[src/rtl/renesas_i2c_pkg.sv]
// Shared constants for the renesas_i2c_seq register-bus sequencer:
// register map, CONTROL/STATUS bit positions and the sequencer state enum.
package renesas_i2c_pkg;

  localparam logic [31:0] ADDR_HDR0    = 32'h0000_0000;
  localparam logic [31:0] ADDR_HDR3    = 32'h0000_000C;
  localparam logic [31:0] HDR_STRIDE   = 32'h0000_0004;
  localparam logic [31:0] ADDR_STATUS  = 32'h0000_0010;
  localparam logic [31:0] ADDR_CONTROL = 32'h0000_0014;

  localparam int CTRL_RESETN_BIT = 0;
  localparam int CTRL_START_BIT  = 1;
  localparam int STAT_DONE_BIT   = 0;
  localparam int STAT_ERR_BIT    = 1;

  // CONTROL values written by the three bring-up writes
  localparam logic [31:0] CTRL_HOLD    = 32'h0;
  localparam logic [31:0] CTRL_RELEASE = 32'h1 << CTRL_RESETN_BIT;
  localparam logic [31:0] CTRL_START   = CTRL_RELEASE | (32'h1 << CTRL_START_BIT);

  typedef enum logic [2:0] {
    ST_IDLE,
    ST_HOLD,
    ST_RELEASE,
    ST_START,
    ST_POLL_WAIT,
    ST_POLL_RD,
    ST_HDR_RD,
    ST_DONE
  } state_t;

endpackage

[src/rtl/renesas_i2c_seq_if.sv]
// Sequencer handshake plus register-bus signals; master is the sequencer,
// slave is whatever drives seq_go and returns m_rdata.
interface renesas_i2c_seq_if;

  logic         seq_go;
  logic         seq_busy;
  logic         seq_done;
  logic         seq_err;
  logic         seq_timeout;
  logic [127:0] hdr_data;
  logic         m_wen;
  logic [31:0]  m_addr;
  logic [31:0]  m_wdata;
  logic [31:0]  m_rdata;

  modport master (
    input  seq_go, m_rdata,
    output seq_busy, seq_done, seq_err, seq_timeout, hdr_data,
           m_wen, m_addr, m_wdata
  );

  modport slave (
    output seq_go, m_rdata,
    input  seq_busy, seq_done, seq_err, seq_timeout, hdr_data,
           m_wen, m_addr, m_wdata
  );

endinterface

[src/rtl/renesas_i2c_seq.sv]
// Register-bus sequencer: reset/start the peripheral, poll STATUS, read four headers.
// Optional poll timeout enabled by defining RENESAS_I2C_SEQ_TIMEOUT_EN.
module renesas_i2c_seq
  import renesas_i2c_pkg::*;
#(
  parameter int unsigned POLL_GAP    = 16,
  parameter int unsigned TIMEOUT_CYC = 1000000
) (
  input  logic            sys_if_clk,
  input  logic            sys_if_rstn,
  renesas_i2c_seq_if.master bus
);

  state_t        r_state;
  state_t        w_stateNxt;
  logic [7:0]    r_gapCnt;
  logic          r_busy;
  logic          r_done;
  logic          r_err;
  logic          r_wen;
  logic [31:0]   r_mAddr;
  logic [31:0]   r_mWdata;
  logic [127:0]  r_hdrData;
  logic          w_goAccept;
  logic          w_statDone;
  logic          w_statErr;
  logic          w_tmoHit;
  logic          w_timeout;
  logic          w_wen;
  logic [31:0]   w_addr;
  logic [31:0]   w_wdata;

  assign w_goAccept = (r_state == ST_IDLE) && bus.seq_go;
  assign w_statDone = bus.m_rdata[STAT_DONE_BIT];
  assign w_statErr  = bus.m_rdata[STAT_ERR_BIT];

`ifdef RENESAS_I2C_SEQ_TIMEOUT_EN
  logic [23:0] r_tmoCnt;
  logic        r_timeout;

  assign w_tmoHit  = ((r_state == ST_POLL_WAIT) || (r_state == ST_POLL_RD)) &&
                     (r_tmoCnt == 24'(TIMEOUT_CYC - 1));
  assign w_timeout = r_timeout;

  // The counter only spans the poll phase; a hit reuses HOLD to park CONTROL at 0
  always_ff @(posedge sys_if_clk or negedge sys_if_rstn) begin
    if (!sys_if_rstn) begin
      r_tmoCnt  <= '0;
      r_timeout <= 1'b0;
    end else begin
      if (r_state == ST_START) begin
        r_tmoCnt <= '0;
      end else if ((r_state == ST_POLL_WAIT) || (r_state == ST_POLL_RD)) begin
        r_tmoCnt <= r_tmoCnt + 24'd1;
      end
      if (w_goAccept) begin
        r_timeout <= 1'b0;
      end else if (w_tmoHit) begin
        r_timeout <= 1'b1;
      end
    end
  end
`else
  // A zero limit is not a legal configuration, so polling never gives up
  assign w_tmoHit  = (TIMEOUT_CYC == 0);
  assign w_timeout = 1'b0;
`endif

  always_ff @(posedge sys_if_clk or negedge sys_if_rstn) begin
    if (!sys_if_rstn) begin
      r_state <= ST_IDLE;
    end else begin
      r_state <= w_stateNxt;
    end
  end

  always_comb begin
    w_stateNxt = r_state;
    case (r_state)
      ST_IDLE:      if (bus.seq_go) w_stateNxt = ST_HOLD;
      ST_HOLD:      w_stateNxt = w_timeout ? ST_DONE : ST_RELEASE;
      ST_RELEASE:   w_stateNxt = ST_START;
      ST_START:     w_stateNxt = ST_POLL_WAIT;
      ST_POLL_WAIT: begin
        if (w_tmoHit)            w_stateNxt = ST_HOLD;
        else if (r_gapCnt <= 8'd1) w_stateNxt = ST_POLL_RD;
      end
      ST_POLL_RD: begin
        if (w_tmoHit)        w_stateNxt = ST_HOLD;
        else if (w_statErr)  w_stateNxt = ST_DONE;
        else if (w_statDone) w_stateNxt = ST_HDR_RD;
        else                 w_stateNxt = ST_POLL_WAIT;
      end
      ST_HDR_RD:    if (r_mAddr == ADDR_HDR3) w_stateNxt = ST_DONE;
      ST_DONE:      w_stateNxt = ST_IDLE;
      default:      w_stateNxt = ST_IDLE;
    endcase
  end

  // Bus values for the coming cycle, so the registered bus lines up with the state
  always_comb begin
    w_wen   = 1'b0;
    w_addr  = '0;
    w_wdata = '0;
    case (w_stateNxt)
      ST_HOLD:    begin w_wen = 1'b1; w_addr = ADDR_CONTROL; w_wdata = CTRL_HOLD;    end
      ST_RELEASE: begin w_wen = 1'b1; w_addr = ADDR_CONTROL; w_wdata = CTRL_RELEASE; end
      ST_START:   begin w_wen = 1'b1; w_addr = ADDR_CONTROL; w_wdata = CTRL_START;   end
      ST_POLL_RD: w_addr = ADDR_STATUS;
      ST_HDR_RD:  w_addr = (r_state == ST_HDR_RD) ? (r_mAddr + HDR_STRIDE) : ADDR_HDR0;
      default:    ;
    endcase
  end

  always_ff @(posedge sys_if_clk or negedge sys_if_rstn) begin
    if (!sys_if_rstn) begin
      r_gapCnt <= '0;
    end else if ((r_state == ST_START) || (r_state == ST_POLL_RD)) begin
      r_gapCnt <= 8'(POLL_GAP);
    end else if ((r_state == ST_POLL_WAIT) && (r_gapCnt != 8'd0)) begin
      r_gapCnt <= r_gapCnt - 8'd1;
    end
  end

  always_ff @(posedge sys_if_clk or negedge sys_if_rstn) begin
    if (!sys_if_rstn) begin
      r_wen     <= 1'b0;
      r_mAddr   <= '0;
      r_mWdata  <= '0;
      r_busy    <= 1'b0;
      r_done    <= 1'b0;
      r_err     <= 1'b0;
      r_hdrData <= '0;
    end else begin
      r_wen    <= w_wen;
      r_mAddr  <= w_addr;
      r_mWdata <= w_wdata;
      r_busy   <= (w_stateNxt != ST_IDLE) && (w_stateNxt != ST_DONE);
      r_done   <= (w_stateNxt == ST_DONE);
      if (w_goAccept) begin
        r_err <= 1'b0;
      end else if ((r_state == ST_POLL_RD) && !w_tmoHit && w_statErr) begin
        r_err <= 1'b1;
      end
      // The header address itself selects which 32-bit slice is loaded
      if (r_state == ST_HDR_RD) begin
        r_hdrData[{r_mAddr[3:2], 5'd0} +: 32] <= bus.m_rdata;
      end
    end
  end

  assign bus.seq_busy    = r_busy;
  assign bus.seq_done    = r_done;
  assign bus.seq_err     = r_err;
  assign bus.seq_timeout = w_timeout;
  assign bus.hdr_data    = r_hdrData;
  assign bus.m_wen       = r_wen;
  assign bus.m_addr      = r_mAddr;
  assign bus.m_wdata     = r_mWdata;

endmodule

[src/flat_wrapper.sv]
// flat-port wrapper written by rule: the top's interface ports become plain ports
module renesas_i2c_seq_flat import renesas_i2c_pkg::*;
#(
  parameter int unsigned POLL_GAP    = 16,
  parameter int unsigned TIMEOUT_CYC = 1000000
)
  (sys_if_clk, sys_if_rstn, bus_seq_go, bus_m_rdata, bus_seq_busy, bus_seq_done, bus_seq_err, bus_seq_timeout, bus_hdr_data, bus_m_wen, bus_m_addr, bus_m_wdata);
  renesas_i2c_seq_if bus_i ();
  input  logic sys_if_clk;
  input  logic sys_if_rstn;
  input wire logic [$bits(bus_i.seq_go)-1:0] bus_seq_go;
  input wire logic [$bits(bus_i.m_rdata)-1:0] bus_m_rdata;
  output wire logic [$bits(bus_i.seq_busy)-1:0] bus_seq_busy;
  output wire logic [$bits(bus_i.seq_done)-1:0] bus_seq_done;
  output wire logic [$bits(bus_i.seq_err)-1:0] bus_seq_err;
  output wire logic [$bits(bus_i.seq_timeout)-1:0] bus_seq_timeout;
  output wire logic [$bits(bus_i.hdr_data)-1:0] bus_hdr_data;
  output wire logic [$bits(bus_i.m_wen)-1:0] bus_m_wen;
  output wire logic [$bits(bus_i.m_addr)-1:0] bus_m_addr;
  output wire logic [$bits(bus_i.m_wdata)-1:0] bus_m_wdata;
  assign bus_i.seq_go = bus_seq_go;
  assign bus_i.m_rdata = bus_m_rdata;
  assign bus_seq_busy = bus_i.seq_busy;
  assign bus_seq_done = bus_i.seq_done;
  assign bus_seq_err = bus_i.seq_err;
  assign bus_seq_timeout = bus_i.seq_timeout;
  assign bus_hdr_data = bus_i.hdr_data;
  assign bus_m_wen = bus_i.m_wen;
  assign bus_m_addr = bus_i.m_addr;
  assign bus_m_wdata = bus_i.m_wdata;
  renesas_i2c_seq #(.POLL_GAP(POLL_GAP), .TIMEOUT_CYC(TIMEOUT_CYC)) u_core (.sys_if_clk(sys_if_clk), .sys_if_rstn(sys_if_rstn), .bus(bus_i));
endmodule
[config.mk]
export PLATFORM = sky130hd
export DESIGN_NAME = renesas_i2c_seq_flat
export DESIGN_NICKNAME = d
export VERILOG_FILES = /design/src/rtl/renesas_i2c_pkg.sv /design/src/rtl/renesas_i2c_seq_if.sv /design/src/rtl/renesas_i2c_seq.sv /design/src/flat_wrapper.sv
export SDC_FILE = /design/constraint.sdc
export NUM_CORES = 1
export LEC_CHECK = 0
export CORE_MARGIN = 1.5
export CORE_UTILIZATION = 48
export CTS_CLUSTER_SIZE = 10
export DETAILED_ROUTE_END_ITERATION = 10
export PLACE_DENSITY = 0.83
export SLEW_MARGIN = 20
export SYNTH_ARGS = -nofsm -noshare
export SYNTH_HDL_FRONTEND = slang
export SYNTH_SLANG_ARGS = --single-unit
export TNS_END_PERCENT = 50
[constraint.sdc]
create_clock -name sys_if_clk -period 2.3 [get_ports sys_if_clk]
set_clock_uncertainty 0.15 [all_clocks]
set_input_delay 0.46 -clock sys_if_clk [delete_from_list [all_inputs] [get_ports sys_if_clk]]
set_output_delay 0.46 -clock sys_if_clk [all_outputs]
set_load 0.01 [all_outputs]
==> out/summary.txt, run 1 <==
Setup Fix Bufs, Post-CTS -> 0
Initial antenna violation count -> 0
H-tree levels -> 4
Number of distinct library cells after synthesis -> 52
Critical path buffers and inverters -> 2
VDD IR-drop max -> 0.693 mV
Largest net degree at the start of global routing -> 65
Worst setup margin -> 0.0685 ns
CP cell instances -> buf_4 -> clkdlybuf4s50_1
Post-synth ARST share -> 1.00
Tot Pwr -> 13.8 mW
Primary FF master, synth -> dfrtp_1
CP max FO -> 6
Core Area -> 0.0159 mm2
Setup TNS -> 0 ns
Storage cell area -> 0.00438 mm2
Area of the multi-input gates -> 0.00313 mm2
Layout fillers -> 1264
Post-placement cell count -> 1260
Critical path depth -> 2
Clk Latency, worst-skew pair -> 0.42 ns
Iter 0 DRT Violations -> 509
DR WL/cell -> 17.2 um
Post-synth EDFFs -> 0
Clk slew on worst S/H paths -> 0.06 ns
Main combinational cell family by area after synthesis -> simple AND/OR/NAND/NOR gates
Mean Syn Cell Area -> 9.02 um2
Post-Place Cell Area -> 0.0101 mm2
Mux share of post-synthesis cell area -> 0.00127
Post-Synthesis Cell Area -> 0.00785 mm2
Vias per inst -> 5.36
Post-Synth Simple-Gate Area -> 0.214
Routed Wire Length -> 22.1 mm
Most common cell in the synthesized netlist -> nand2_1
Complex-gate fraction of the synthesized area -> 0.131
Crit Path Category -> reg -> out
MaxCap Viol Count -> 0
CTS tree -> done
Max Slew Vio Count -> 0
GRT overflow -> 0
Initial Util -> 0.492
CTS root buf -> clkbuf_16
Min cycle time layout -> 2.23 ns
Finished Layout Cells -> 1291
Period Utilization, post-route -> 0.970
Share of the synthesized area in the top cell type -> 0.558
Nets -> 1108
WP data arrival -> 1.62 ns
Fin util -> 0.676
RSZ-0062 raised after global routing -> false
Worst hold slack -> 0.332 ns
Post-synthesis adder-cell area fraction -> 0.0143
Area leader, netlist -> dfrtp_1
# rows -> 46
R2R Setup Slk -> 0.25 ns
TritonRoute pass-1 iters -> 5
Xor and xnor area share after synthesis -> 0.0178
Final Hold Fails -> 0
Outcome -> finished, final reports clean
Clock buffer count from CTS -> 17
Startpoint class of the critical path -> register
Crit-path max cell delay -> 0.56 ns
Synth warnings -> 0
CP Capture Type -> output port
CP required -> 1.69 ns
Detailed placement HPWL -> 15.1 mm
Vias -> 6922
RePlAce Congestion -> 0.907
Leakage -> 4.60 nW
TritonCTS sink count -> 175
Pre-CTS WS -> 0.165 ns
Final instance area -> 0.0108 mm2
Seq cells post-synth -> 175
Tot GR Track Use -> 0.264
Maximum clock path buffer count -> 2
Setup violators final -> 0
Die H -> 131 um
Antenna viol nets, final -> 0
Full die area -> 0.0171 mm2
Slowest stage cell, crit path -> clkdlybuf4s50_1
Global-route wire length before repair -> 34.9 mm
Area grow syn2layout -> 37.2%
Number of port buffers -> 198
Max frequency -> 448 MHz
Drc violations -> 0
Chip width -> 131 um
Most frequent cells after synthesis -> nand2_1 (281), dfrtp_1 (175), o21ai_1 (134)
ANT cells -> 0
WHS Path Cells -> 2
Cell family with most CP delay -> buffers and inverters
Cell area power density -> 1280 mW/mm2
Synth area leaders -> dfrtp_1 (56%), nand2_1 (13%), o21ai_1 (8.5%)
Sequential fraction of the synthesis area -> 0.558
R2R depth -> 7
Top Ports -> 232
HP Class -> reg -> reg
Gate Count Post-Synth -> 870
Layout cells sized above 1 -> 0.0707
Vias in the first global route -> 6802
[layer usage]
layer,vias to the layer above,routed length [um],share of wire,global-route usage
met5,-,0,0,0
met4,0,399,0.018,0.0899
met3,31,2120,0.096,0.0778
met2,294,10700,0.48,0.438
met1,3339,8950,0.40,0.332
li1,3258,-,-,-
[cells in the final DEF (no fill, tap or decap), types with 2 or more instances in the layout]
cell / Yosys / routed
xor2_1: 8 / 8
dfrtp_1: 175 / 175
xnor2_1: 8 / 8
o31ai_1: 12 / 12
clkinv_4: 0 / 2
conb_1: 1 / 33
inv_1: 5 / 5
clkinv_2: 0 / 3
nor4_1: 6 / 6
a21oi_1: 19 / 19
buf_4: 34 / 22
nand4b_1: 2 / 2
or4_1: 13 / 13
and4_1: 6 / 6
and2_1: 2 / 2
buf_12: 0 / 8
clkbuf_16: 0 / 17
o21ai_0: 5 / 5
clkdlybuf4s50_1: 0 / 197
buf_6: 0 / 2
or3_1: 6 / 6
nand4_1: 13 / 13
o21ai_1: 134 / 133
nor3_2: 0 / 3
nor2_1: 22 / 22
a31oi_1: 2 / 2
and3_1: 6 / 6
nand2_2: 0 / 5
ha_1: 9 / 9
inv_2: 3 / 3
nor3_1: 10 / 7
nand3_1: 10 / 10
nand2_1: 281 / 276
nand2b_1: 2 / 2
bufinv_16: 0 / 5
[power breakdown]
part           switching, mW  internal (mW)
clock network           1.18           1.94
logic                   3.01           2.79
registers              0.672           4.17
[sequential cells by signal, summed over array words and instances, names as in the netlist]
register and cells:
u_core.bus.hdr_data 128, u_core.bus.m_addr 30, u_core.r_gapCnt 8, u_core.r_state 3, u_core.bus.m_wdata 2, u_core.bus.m_wen 1, u_core.bus.seq_busy 1, u_core.bus.seq_done 1
u_core.bus.seq_err 1
[kinds of logic after synthesis]
kind of cell               after synthesis
other                                    1
xor gates and xnor gates                16
AOI/OAI and AO/OA                      187
DFF                                    175
muxes                                    1
and+or+nand+nor                        386
buffers and inverters                   95
adders and majority gates                9
[final cells by class]
class	instances	share of cell area
flip-flops and latches	175	0.406
multi-input cells	632	0.291
clock buffers	19	0.0411
repair buffers	230	0.216
clock inverters	11	0.0177
well taps	216	0.0251
inverters	8	0.00279
[worst reg2reg max path: stages, from the launching register on]
cell and delay (ns):
dfrtp_1 0.46, buf_4 0.18, ha_1 0.13, nor4b_1 0.24
nand4_1 0.18, o21ai_2 0.19, buf_6 0.23, o21ba_1 0.18
[final timing paths]
check	start	end
setup / recovery	u_core.bus.m_addr[2]	bus_m_addr[2]
hold / removal	u_core.bus.hdr_data[83]	u_core.bus.hdr_data[83]
setup reg to reg	u_core.bus.m_addr[2]	u_core.bus.m_addr[29]
hold reg to reg	u_core.bus.hdr_data[83]	u_core.bus.hdr_data[83]
max in group asynchronous	sys_if_rstn	u_core.bus.hdr_data[79]
min in group asynchronous	sys_if_rstn	u_core.bus.hdr_data[88]
[repair_timing]
| item | CTS | global route |
|---|---|---|
| gates resized for setup | 0 | 2 |
| hold buffers | 1 | 0 |
| hold endpoints to repair | 36 | 0 |
| endpoints found under the setup margin | 0 | 2 |
No activity file was read; power rests on OpenSTA's default activity.
==> run 2: changes to the inputs <==
CORE_ASPECT_RATIO = 1.1   (was not set)
==> run 2 against run 1 <==
Register-to-register slack worse by 0.11 ns. Flip-flop and latch count unchanged. Die area about the same. Combinational power down 2%. Via count down 1.4%. Largest cell class unchanged. Largest power group unchanged. Highest routed layer unchanged.
==> out/summary.txt, run 2 (synthesis results as in run 1) <==
Outcome -> finished, final reports clean
Routed Wire Length -> 21.3 mm
TritonCTS sink count -> 175
H-tree levels -> 4
Slew @ Worst Pin -> 0.502 ns
Min cycle time layout -> 2.21 ns
HP Class -> reg -> reg
Clock buffer count from CTS -> 17
Chip width -> 125 um
Max Slew Vio Count -> 0
Fin util -> 0.672
Core Area -> 0.0159 mm2
CP Capture Type -> output port
Setup TNS -> 0 ns
Setup Fix Bufs, Post-CTS -> 0
Met2 routed WL -> 10.3 mm
Tot Pwr -> 13.3 mW
WP data arrival -> 1.60 ns
CP required -> 1.69 ns
Slew HR -> 0.665
Leakage -> 4.55 nW
Die H -> 137 um
M1 WL -> 8.96 mm
Max frequency -> 452 MHz
Clk Latency, worst-skew pair -> 0.43 ns
Post-placement cell count -> 1241
Crit Path Category -> reg -> out
WL met3 -> 1.50 mm
R2R depth -> 5
Vias in the first global route -> 6610
WHS Path Cells -> 2
TritonRoute pass-1 iters -> 5
Startpoint class of the critical path -> register
Tot GR Track Use -> 0.252
Most frequent cells in the layout -> nand2_1 (277), clkdlybuf4s50_1 (197), dfrtp_1 (175)
Layout cells sized above 1 -> 0.0698
Worst hold slack -> 0.334 ns
Number of flip-flops in the largest register -> 128
DR WL/cell -> 16.7 um
ANT cells -> 0
Finished Layout Cells -> 1274
MaxCap Viol Count -> 0
Detailed placement HPWL -> 14.7 mm
Most common cell after layout, fill and taps aside -> nand2_1
Setup violators final -> 0
Iter 0 DRT Violations -> 544
RSZ-0062 raised after global routing -> false
Final Hold Fails -> 0
CTS tree -> done
Global-route wire length before repair -> 34.0 mm
VDD IR-drop max -> 0.563 mV
Top Ports -> 232
Period Utilization, post-route -> 0.962
Worst setup margin -> 0.0882 ns
Area grow syn2layout -> 35.7%
CP max FO -> 6
Drc violations -> 0
# rows -> 48
Initial antenna violation count -> 0
Vias per inst -> 5.36
Maximum clock path buffer count -> 2
Pre-CTS WS -> 0.188 ns
Cell area power density -> 1250 mW/mm2
Nets -> 1105
Top layer used by detailed routing -> met4
GRT overflow -> 0
Number of port buffers -> 198
Final instance area -> 0.0107 mm2
Clk slew on worst S/H paths -> 0.07 ns
Initial Util -> 0.495
Antenna viol nets, final -> 0
RePlAce Congestion -> 0.937
Post-Place Cell Area -> 0.0101 mm2
Full die area -> 0.0171 mm2
Vias -> 6827
Largest net degree at the start of global routing -> 65
CTS root buf -> clkbuf_16
[run 2: cell types whose count changed in the layout (fill, tap and decap cells not counted), moves of 2 or more]
cell,previous run,this run
clkinv_4,2,4
buf_4,22,20
inv_6,0,4
bufinv_16,5,1
[run 2: worst max-delay path, cell delays in order, from the launching register on]
cell and delay (ns):
dfrtp_1 0.44, buf_4 0.18, clkdlybuf4s50_1 0.56
[run 2: repair_timing]
item / in CTS / in global routing
hold buffers: 1 / 0
resized for setup: 0 / 0
hold endpoints to repair: 47 / 0
endpoints found under the setup margin: 0 / 0
[run 2: final timing paths]
check                                           end                   start  slack [ns]
setup / recovery                      bus_m_addr[2]    u_core.bus.m_addr[2]        0.09
hold / removal               u_core.bus.hdr_data[5]  u_core.bus.hdr_data[5]        0.33
setup reg to reg              u_core.bus.m_addr[22]    u_core.bus.m_addr[3]        0.14
hold reg to reg              u_core.bus.hdr_data[5]  u_core.bus.hdr_data[5]        0.33
max in group asynchronous      u_core.bus.m_addr[5]             sys_if_rstn        0.96
min in group asynchronous  u_core.bus.hdr_data[117]             sys_if_rstn        0.40
[run 2: power breakdown]
group	switching, mW	total (mW)	internal [mW]
clock network	1.26	2.76	1.50
logic	2.91	5.68	2.76
registers	0.679	4.85	4.17
[run 2: per-layer routing]
metal,vias to the layer above,GRT usage
li1,3258,-
met1,3252,0.326
met4,0,0.0947
met2,277,0.415
met3,40,0.0598
met5,-,0
[run 2: cell type report]
cell class	instances	area (um2)
clock buffers	17	425
inverters	8	30.0
fillers	1234	5200
flip-flops and latches	175	4380
well taps	200	250
multi-input cells	632	3130
clock inverters	15	135
repair buffers	227	2300
==> run 3: changes to the inputs <==
GPL_TIMING_DRIVEN = 0   (was not set)
==> run 3 against run 2 <==
Non-clock buffer count increased by 64. Count of clock-buffer cells in the layout grew 9. Sequential power hardly changed. Worst setup slack better by 0.021 ns. Flip-flop and latch count unchanged. Maximum frequency is 0.96% higher. Die area did not move. Sequential share of layout area fell by 0.91 points. Power up 0.11%. Worst hold slack worse by 0.049 ns. Clock power hardly changed. First-iteration DRC count is 5.7% lower. Critical path type is now reg -> reg. Critical endpoint is now u_core.bus.m_addr[29]. Largest cell class unchanged. Largest power group unchanged.
==> out/summary.txt, run 3 (synthesis results as in run 1) <==
R2R Setup Slk -> 0.11 ns
Antenna viol nets, final -> 0
TritonCTS sink count -> 175
WP data arrival -> 2.35 ns
Post-Place Cell Area -> 0.0103 mm2
Slew HR -> 0.604
Max Slew Vio Count -> 0
RSZ-0062 raised after global routing -> false
Vias -> 7134
Drc violations -> 0
CP cell instances -> buf_2 -> nor4_1 -> nand4_1 -> o21ai_1 -> clkbuf_1 -> o21ba_1
Most frequent cells in the layout -> nand2_1 (281), clkdlybuf4s50_1 (196), dfrtp_1 (173)
Leakage -> 4.72 nW
WHS Path Cells -> 3
TritonRoute pass-1 iters -> 5
Final Hold Fails -> 0
RR Startpoint -> u_core.bus.m_addr[20]
# rows -> 48
Core Area -> 0.0159 mm2
RR Endpoint -> u_core.bus.m_addr[29]
Tot Pwr -> 13.3 mW
GRT overflow -> 0
Outcome -> finished, final reports clean
Hold Path End -> u_core.bus.hdr_data[33]
Startpoint class of the critical path -> register
CTS root buf -> clkbuf_16
Setup violators final -> 0
MaxCap Viol Count -> 0
Vias per inst -> 5.34
Top Ports -> 232
ANT cells -> 0
Chip width -> 125 um
CP Capture Type -> register
Layout cells sized above 1 -> 0.0862
Hold Crit Start -> bus_m_rdata[1]
CTS tree -> done
Nets -> 1169
Largest net degree at the start of global routing -> 66
Final instance area -> 0.0109 mm2
Crit-path max cell delay -> 0.43 ns
RePlAce Congestion -> 0.893
DR WL/cell -> 16.8 um
Iter 0 DRT Violations -> 513
Most common cell after layout, fill and taps aside -> nand2_1
Area grow syn2layout -> 38.8%
Initial antenna violation count -> 0
Pre-CTS WS -> -0.366 ns
Die H -> 137 um
Slew @ Worst Pin -> 0.594 ns
Min cycle time layout -> 2.19 ns
Worst setup margin -> 0.109 ns
VDD IR-drop max -> 0.587 mV
Slowest stage cell, crit path -> clkbuf_1
Full die area -> 0.0171 mm2
Max frequency -> 456 MHz
Clock buffer count from CTS -> 17
Clk slew on worst S/H paths -> 0.06 ns
Vias in the first global route -> 7006
Crit Path Category -> reg -> reg
Detailed placement HPWL -> 16.4 mm
H-tree levels -> 4
Initial Util -> 0.495
Maximum clock path buffer count -> 2
CP required -> 2.46 ns
Tot GR Track Use -> 0.267
R2R depth -> 6
Clk Latency, worst-skew pair -> 0.42 ns
HP Class -> in -> reg
Number of flip-flops in the largest register -> 128
CP max FO -> 10
Global-route wire length before repair -> 36.2 mm
Routed Wire Length -> 22.5 mm
Cell area power density -> 1220 mW/mm2
Worst hold slack -> 0.286 ns
Period Utilization, post-route -> 0.952
Number of port buffers -> 197
## run 3: changes by cell type in the layout (fill, tap and decap cells not counted), moves of 4 or more
cell      change
buf_12        -8
buf_2         +6
buf_4        +19
clkbuf_1     +38
clkbuf_2     +11
clkbuf_8      +4
clkinv_4      -4
inv_6         -4
nand2_1       +4
nand2_2       -4
## run 3: worst max-delay path by stage
stage	startpoint	endpoint	cells past startpoint	slack [ns]
2_1_floorplan	u_core.bus.m_addr[2]	u_core.bus.m_addr[28]	7	0.20
3_3_place_gp	sys_if_rstn	u_core.bus.m_addr[30]	1	-6.51
3_5_place_dp	u_core.bus.m_addr[2]	u_core.bus.hdr_data[72]	7	-0.37
5_1_grt	u_core.bus.m_addr[20]	u_core.bus.m_addr[29]	6	0.009
4_1_cts	u_core.bus.m_addr[2]	u_core.bus.hdr_data[106]	6	0.007
6_report	u_core.bus.m_addr[20]	u_core.bus.m_addr[29]	6	0.11
## run 3: worst max-delay path, delay by kind of cell (launching register included)
kind	cells	cell delay, ns
and+or+nand+nor	2	0.50
AOI/OAI and AO/OA	2	0.46
buffers and inverters	2	0.60
DFF	1	0.38
## run 3: area by class of cell
class	instances	area, um2
fillers	1261	4960
flip-flops and latches	175	4380
multi-input cells	632	3130
repair buffers	205	2080
clock buffers	26	499
plain buffers	86	472
well taps	200	250
clock inverters	5	55.1
inverters	8	30.0
## run 3: stage by stage
| stage | TNS, ns | util | std cells |
|---|---|---|---|
| after floorplan | 0 | - | 902 |
| after global placement | -1163.24 | 0.643 | 1299 |
| after detailed placement | -28.83 | 0.647 | 1301 |
| after CTS | 0 | 0.684 | 1332 |
| after global routing | 0 | 0.687 | 1337 |
| final | 0 | 0.687 | 1337 |
## run 3: power by group
| group | switching [mW] | internal, mW | total, mW |
|---|---|---|---|
| Sequential | 0.695 | 4.17 | 4.86 |
| Combinational | 2.95 | 2.73 | 5.68 |
| Clock | 1.15 | 1.60 | 2.75 |
| Total | 4.80 | 8.50 | 13.3 |
## run 3: routing by layer
metal	track usage	part of all wire
met5	0	0
met4	0.0934	0.023
met1	0.342	0.42
met3	0.0614	0.070
met2	0.449	0.49
## run 3: repair_timing
action | CTS | global route
gates resized for setup | 12 | 12
buffers inserted | 0 | 5
endpoints found under the setup margin | 123 | 120
pin swaps | 0 | 0
hold endpoints to repair | 52 | 0
hold buffers | 1 | 0
